## src/rtl/mem_arbiter_seq.sv

```systemverilog
// mem_arbiter_seq: fixed-priority arbiter running 1-4 byte transfers onto a byte-wide RAM port
module mem_arbiter_seq #(
  parameter int NUM_PORTS = 2,
  parameter int ADDR_WIDTH = 32
) (
  input  logic                            clk,
  input  logic                            rst,
  input  logic                            rdy,
  input  logic [NUM_PORTS-1:0]            req_i,
  input  logic [NUM_PORTS-1:0]            we_i,
  input  logic [NUM_PORTS*ADDR_WIDTH-1:0] addr_i,
  input  logic [NUM_PORTS*2-1:0]          len_i,
  input  logic [NUM_PORTS*32-1:0]         wdata_i,
  output logic [NUM_PORTS-1:0]            done_o,
  output logic [NUM_PORTS-1:0]            busy_o,
  output logic [31:0]                     rdata_o,
  output logic [ADDR_WIDTH-1:0]           mem_a_o,
  output logic                            mem_wr_o,
  output logic [7:0]                      mem_dout_o,
  input  logic [7:0]                      mem_din_i
);
  localparam int PW = NUM_PORTS > 1 ? $clog2(NUM_PORTS) : 1;
  typedef enum logic [1:0] {IDLE, XFER, DONE} state_t;
  state_t state_q, state_d;
  logic [PW-1:0] port_q, port_d, sel;
  logic any;
  logic we_q, we_d, wr_q, wr_d;
  logic [ADDR_WIDTH-1:0] base_q, base_d, a_q, a_d;
  logic [1:0] len_q, len_d;
  logic [31:0] wdata_q, wdata_d, rdata_q, rdata_d;
  logic [2:0] idx_q, idx_d;
  logic [7:0] dout_q, dout_d;
  logic [NUM_PORTS-1:0] done_q, done_d, busy_q, busy_d;
  logic p0_v_q, p0_v_d, p1_v_q, p1_v_d;
  logic [1:0] p0_i_q, p0_i_d, p1_i_q, p1_i_d;
  logic last_cap;
  assign done_o = done_q;
  assign busy_o = busy_q;
  assign rdata_o = rdata_q;
  assign mem_a_o = a_q;
  assign mem_wr_o = wr_q & rdy;
  assign mem_dout_o = dout_q;
  // highest-index requester wins
  always_comb begin
    sel = '0;
    any = 1'b0;
    for (int k = 0; k < NUM_PORTS; k++) begin
      if (req_i[k]) begin
        sel = PW'(k);
        any = 1'b1;
      end
    end
  end
  // next state; the capture tag follows the address every edge so a held address is re-captured into the right byte
  always_comb begin
    state_d = state_q;
    port_d = port_q;
    we_d = we_q;
    base_d = base_q;
    len_d = len_q;
    wdata_d = wdata_q;
    idx_d = idx_q;
    a_d = a_q;
    wr_d = wr_q;
    dout_d = dout_q;
    done_d = done_q;
    busy_d = busy_q;
    p0_v_d = p0_v_q;
    p0_i_d = p0_i_q;
    p1_v_d = p0_v_q;
    p1_i_d = p0_i_q;
    rdata_d = rdata_q;
    if (p1_v_q) rdata_d[{p1_i_q, 3'b000} +: 8] = mem_din_i;
    last_cap = p1_v_q && (p1_i_q == len_q);
    if (rdy) begin
      case (state_q)
        IDLE: begin
          wr_d = 1'b0;
          if (any) begin
            port_d = sel;
            we_d = we_i[sel];
            base_d = addr_i[int'(sel)*ADDR_WIDTH +: ADDR_WIDTH];
            len_d = len_i[int'(sel)*2 +: 2];
            wdata_d = wdata_i[int'(sel)*32 +: 32];
            a_d = addr_i[int'(sel)*ADDR_WIDTH +: ADDR_WIDTH];
            wr_d = we_i[sel];
            dout_d = wdata_i[int'(sel)*32 +: 8];
            idx_d = 3'd1;
            busy_d = '0;
            busy_d[sel] = 1'b1;
            rdata_d = '0;
            p0_v_d = !we_i[sel];
            p0_i_d = 2'd0;
            state_d = XFER;
          end
        end
        XFER: begin
          if (idx_q <= {1'b0, len_q}) begin
            a_d = base_q + ADDR_WIDTH'(idx_q);
            wr_d = we_q;
            dout_d = wdata_q[{idx_q[1:0], 3'b000} +: 8];
            idx_d = idx_q + 3'd1;
            p0_v_d = !we_q;
            p0_i_d = idx_q[1:0];
          end else if (we_q || last_cap) begin
            wr_d = 1'b0;
            done_d[port_q] = 1'b1;
            p0_v_d = 1'b0;
            state_d = DONE;
          end
        end
        default: begin
          done_d = '0;
          busy_d = '0;
          state_d = IDLE;
        end
      endcase
    end
  end
  // state and datapath registers
  always_ff @(posedge clk) begin
    if (rst) begin
      state_q <= IDLE;
      port_q <= '0;
      we_q <= 1'b0;
      base_q <= '0;
      len_q <= '0;
      wdata_q <= '0;
      idx_q <= '0;
      a_q <= '0;
      wr_q <= 1'b0;
      dout_q <= '0;
      done_q <= '0;
      busy_q <= '0;
      rdata_q <= '0;
      p0_v_q <= 1'b0;
      p0_i_q <= '0;
      p1_v_q <= 1'b0;
      p1_i_q <= '0;
    end else begin
      state_q <= state_d;
      port_q <= port_d;
      we_q <= we_d;
      base_q <= base_d;
      len_q <= len_d;
      wdata_q <= wdata_d;
      idx_q <= idx_d;
      a_q <= a_d;
      wr_q <= wr_d;
      dout_q <= dout_d;
      done_q <= done_d;
      busy_q <= busy_d;
      rdata_q <= rdata_d;
      p0_v_q <= p0_v_d;
      p0_i_q <= p0_i_d;
      p1_v_q <= p1_v_d;
      p1_i_q <= p1_i_d;
    end
  end
endmodule

```

## config.mk

```make
export PLATFORM = sky130hd
export DESIGN_NAME = mem_arbiter_seq
export DESIGN_NICKNAME = d
export VERILOG_FILES = /design/src/rtl/mem_arbiter_seq.sv
export SDC_FILE = /design/constraint.sdc
export NUM_CORES = 1
export LEC_CHECK = 0
export ABC_AREA = 1
export BUFFER_PORTS_ARGS = -buffer_cell sky130_fd_sc_hd__buf_2
export CORE_AREA = 2 2 126 128
export CTS_CLUSTER_DIAMETER = 30
export CTS_CLUSTER_SIZE = 8
export DETAILED_ROUTE_END_ITERATION = 8
export DIE_AREA = 0 0 128 130
export PLACE_DENSITY = 0.8
export SLEW_MARGIN = 30
export SYNTH_ARGS = -nofsm -noshare
export SYNTH_HDL_FRONTEND = slang
export SYNTH_SLANG_ARGS = --single-unit
export TNS_END_PERCENT = 30
```

## constraint.sdc

```tcl
create_clock -name clk -period 2.75 [get_ports clk]
set_clock_uncertainty 0.2 [all_clocks]
set_input_delay 0.55 -clock clk [delete_from_list [all_inputs] [get_ports clk]]
set_output_delay 0.55 -clock clk [all_outputs]
set_load 0.05 [all_outputs]
```

==> impl_results.md <==
- First-pass GRT wire length: 35.69 mm
- Die Y: 130 µm
- Largest area contributor in the synthesized netlist: dfxtp_1
- Crit-path cells: clkinv_1 -> ha_1 -> or2_2 -> nor3_1 -> buf_4 -> a22oi_1 -> nor2_1
- Area Overhead vs Synth: 23.47%
- Synth Area in XOR/XNOR: 1.318%
- WL/cell: 14.61 µm
- GR Util All Layers: 26.72%
- Placer Congestion: 0.9603
- DR vias/cell: 5.361
- Tightest Pin Transition: 0.6489 ns
- # rows: 46
- Clk sinks: 156
- Power Density: 643.6 mW/mm²
- Hold violation count in the final report: 0
- Post-synthesis simple-gate area fraction: 22.55%
- Yosys reg bits: 156
- Largest net degree at the start of global routing: 76
- Number of port buffers: 223
- Max incr delay on CP: 0.52 ns
- Setup TNS: 0 ns
- Delay-heaviest family, CP: simple AND/OR/NAND/NOR gates
- Number of max-cap violations: 0
- Max Fclk: 412.1 MHz
- Worst-Skew Late Latency: 0.43 ns
- Critical path class: flip-flop to flip-flop
- Compound-cell area share of the yosys netlist: 20.27%
- Cells after Synth: 1127
- Inserted Clock Buffers: 17
- Post-route cell area: 0.009846 mm²
- Mux contribution to synthesized area: 6.355%
- Worst vdd ir: 0.5246 mV
- WP data required: 2.92 ns
- Min cycle time layout: 2.427 ns
- Final Net Count: 1487
- Top cells by area, synth: dfxtp_1 39%, a21oi_1 9.5%, nand2_1 8.9%
- Syn nets: 1286
- Count of hold-fix buffers inserted at cts: 0
- Setup crit end kind: flip-flop
- Yosys top cell area share: 39.17%
- Hold Crit Class: input port to flip-flop
- CP Max Fanout: 11
- CTS resizes: 0
- CTS tree: yes
- Syn_area_per_cell: 7.075 µm²
- WP buf/inv: 2
- Run status: finished clean
- Final WL: 22.40 mm
- Arr. time, crit path: 2.59 ns
- Initial core utilization: 51.70%
- Share of cells above drive strength 1: 22.52%
- Slowest cell on crit path: dfxtp_1
- Instance area after placement: 0.009230 mm²
- Post-CTS Setup Bufs: 0
- CTS Buffer Depth: 2
- Final Setup Violations: 0
- CTS root buf: clkbuf_16
- DRC: 0
- Most frequent cells in the layout: 222 x buf_2, 189 x nand2_1, 180 x nor2_1
- Detailed placement HPWL: 15.95 mm
- Total congestion overflow: 0
- Slew Limit Fails: 0
- Register area share after synthesis: 39.17%
- Die Span X: 128 µm
- Remaining antenna violation count: 0
- Commonest non-fill, non-tap cell in the layout: buf_2
- Die area: 0.01664 mm²
- Vias in the first global route: 7490
- Unrepaired setup endpoints after global routing: no
- CTS H-tree lvls: 4
- Final Hold Slack: 0.2107 ns
- Yosys warns: 0
- Clk slew on worst S/H paths: 0.07 ns
- Leakage power: 4.416 nW
- Relative slew margins: 56.68%
- # IOs: 224
- Largest family of logic cells by synthesized area: simple AND/OR/NAND/NOR gates
- Yosys cell types: 36
- Ant. Diodes: 0
- Period utilization: 88.25%
- Core Area: 0.01542 mm²
- Drt first pass iters: 6
- Antenna violations before repair: 0
- Worst setup SP type: flip-flop
- Starting DRT DRC Count: 722
- Via count: 8218
- Adder-Cell Fraction of Synth Area: 1.977%
- Mapped Area: 0.007974 mm²
==> tightest hold or removal path, delay by kind of cell <==
family / cells / cell delay, ns
AO/OA/AOI/OAI: 2 / 0.17
buffers and inverters: 1 / 0.08
==> layer usage <==
layer,track usage (%),vias to the layer above,routed length [µm]
met2,41.90,309,10050
met5,0,-,0
met4,10.15,0,454
met1,36.95,3723,10340
li1,-,4152,-
met3,4.838,34,1552
==> through the flow <==
| stage | worst slack (ns) | total power, mW | cells | utilization [%] |
|---|---|---|---|---|
| 2_1_floorplan | 0.4935 | 3.539 | 1127 | - |
| 3_3_place_gp | 0.4499 | 3.887 | 1501 | 59.84 |
| 3_5_place_dp | 0.3744 | 3.914 | 1501 | 59.84 |
| 6_report | 0.3231 | 6.337 | 1533 | 63.83 |
| 5_1_grt | 0.04265 | 6.596 | 1533 | 63.83 |
| 4_1_cts | 0.3395 | 6.341 | 1533 | 63.83 |
==> where the power goes <==
part,internal (mW),switching (mW)
sequential,2.45,0.132
clock,1.48,0.968
combinational,0.425,0.876
total,4.36,1.98
==> final timing paths <==
path                            slack (ns)         from  cells past startpoint     endpoint
worst max-delay path                  0.32    p1_i_q[0]                      7   rdata_o[5]
worst min-delay path                  0.21  wdata_i[45]                      3  wdata_q[13]
worst min register to register        0.22       p0_v_q                      2       p1_v_q
worst max register to register        0.32    p1_i_q[0]                      7   rdata_o[5]
==> registers in the layout (all words and copies together), names as in the netlist, 2 cells and up <==
name	count
base_q	32
busy_o	2
done_o	2
idx_q	3
len_q	2
mem_a_o	32
mem_dout_o	8
p0_i_q	2
p1_i_q	2
rdata_o	32
state_q	2
wdata_q	32
==> cells by family (layout without fill, tap and decap cells) <==
group / after synthesis / in the layout
buffers and inverters: 156 / 370
adder cells (fa/ha/maj): 12 / 12
XOR/XNOR: 12 / 12
flip-flops: 156 / 156
AND/OR/NAND/NOR: 446 / 446
multiplexers: 49 / 49
AO/OA/AOI/OAI: 296 / 296
==> layout make-up <==
type                       instances  area, µm²
tap                              192      240.2
sequential                       156       3123
timing repair buffer             245       1334
clock buffer                      20      456.7
multi-input combinational        815       4184
inverter                          93      349.1
clock inverter                    12      158.9
fill                            1388       5579
==> cells in the mapped netlist (all sizes together) <==
cell      n
nor2    183
a22oi    21
nor4      1
clkinv    3
a21oi   151
mux2i    36
o21a     16
dfxtp   156
mux2     13
xnor2     2
nand4     6
clkbuf   26
o211a     1
buf      37
a32oi     8
o21bai    1
o21ai    96
nor3     15
o22ai     1
xor2     10
nand2   193
o32ai     1
or2       2
inv      90
nand3    45
fa        1
nand3b    1
ha       11
No activity file was read; power rests on OpenSTA's default activity.
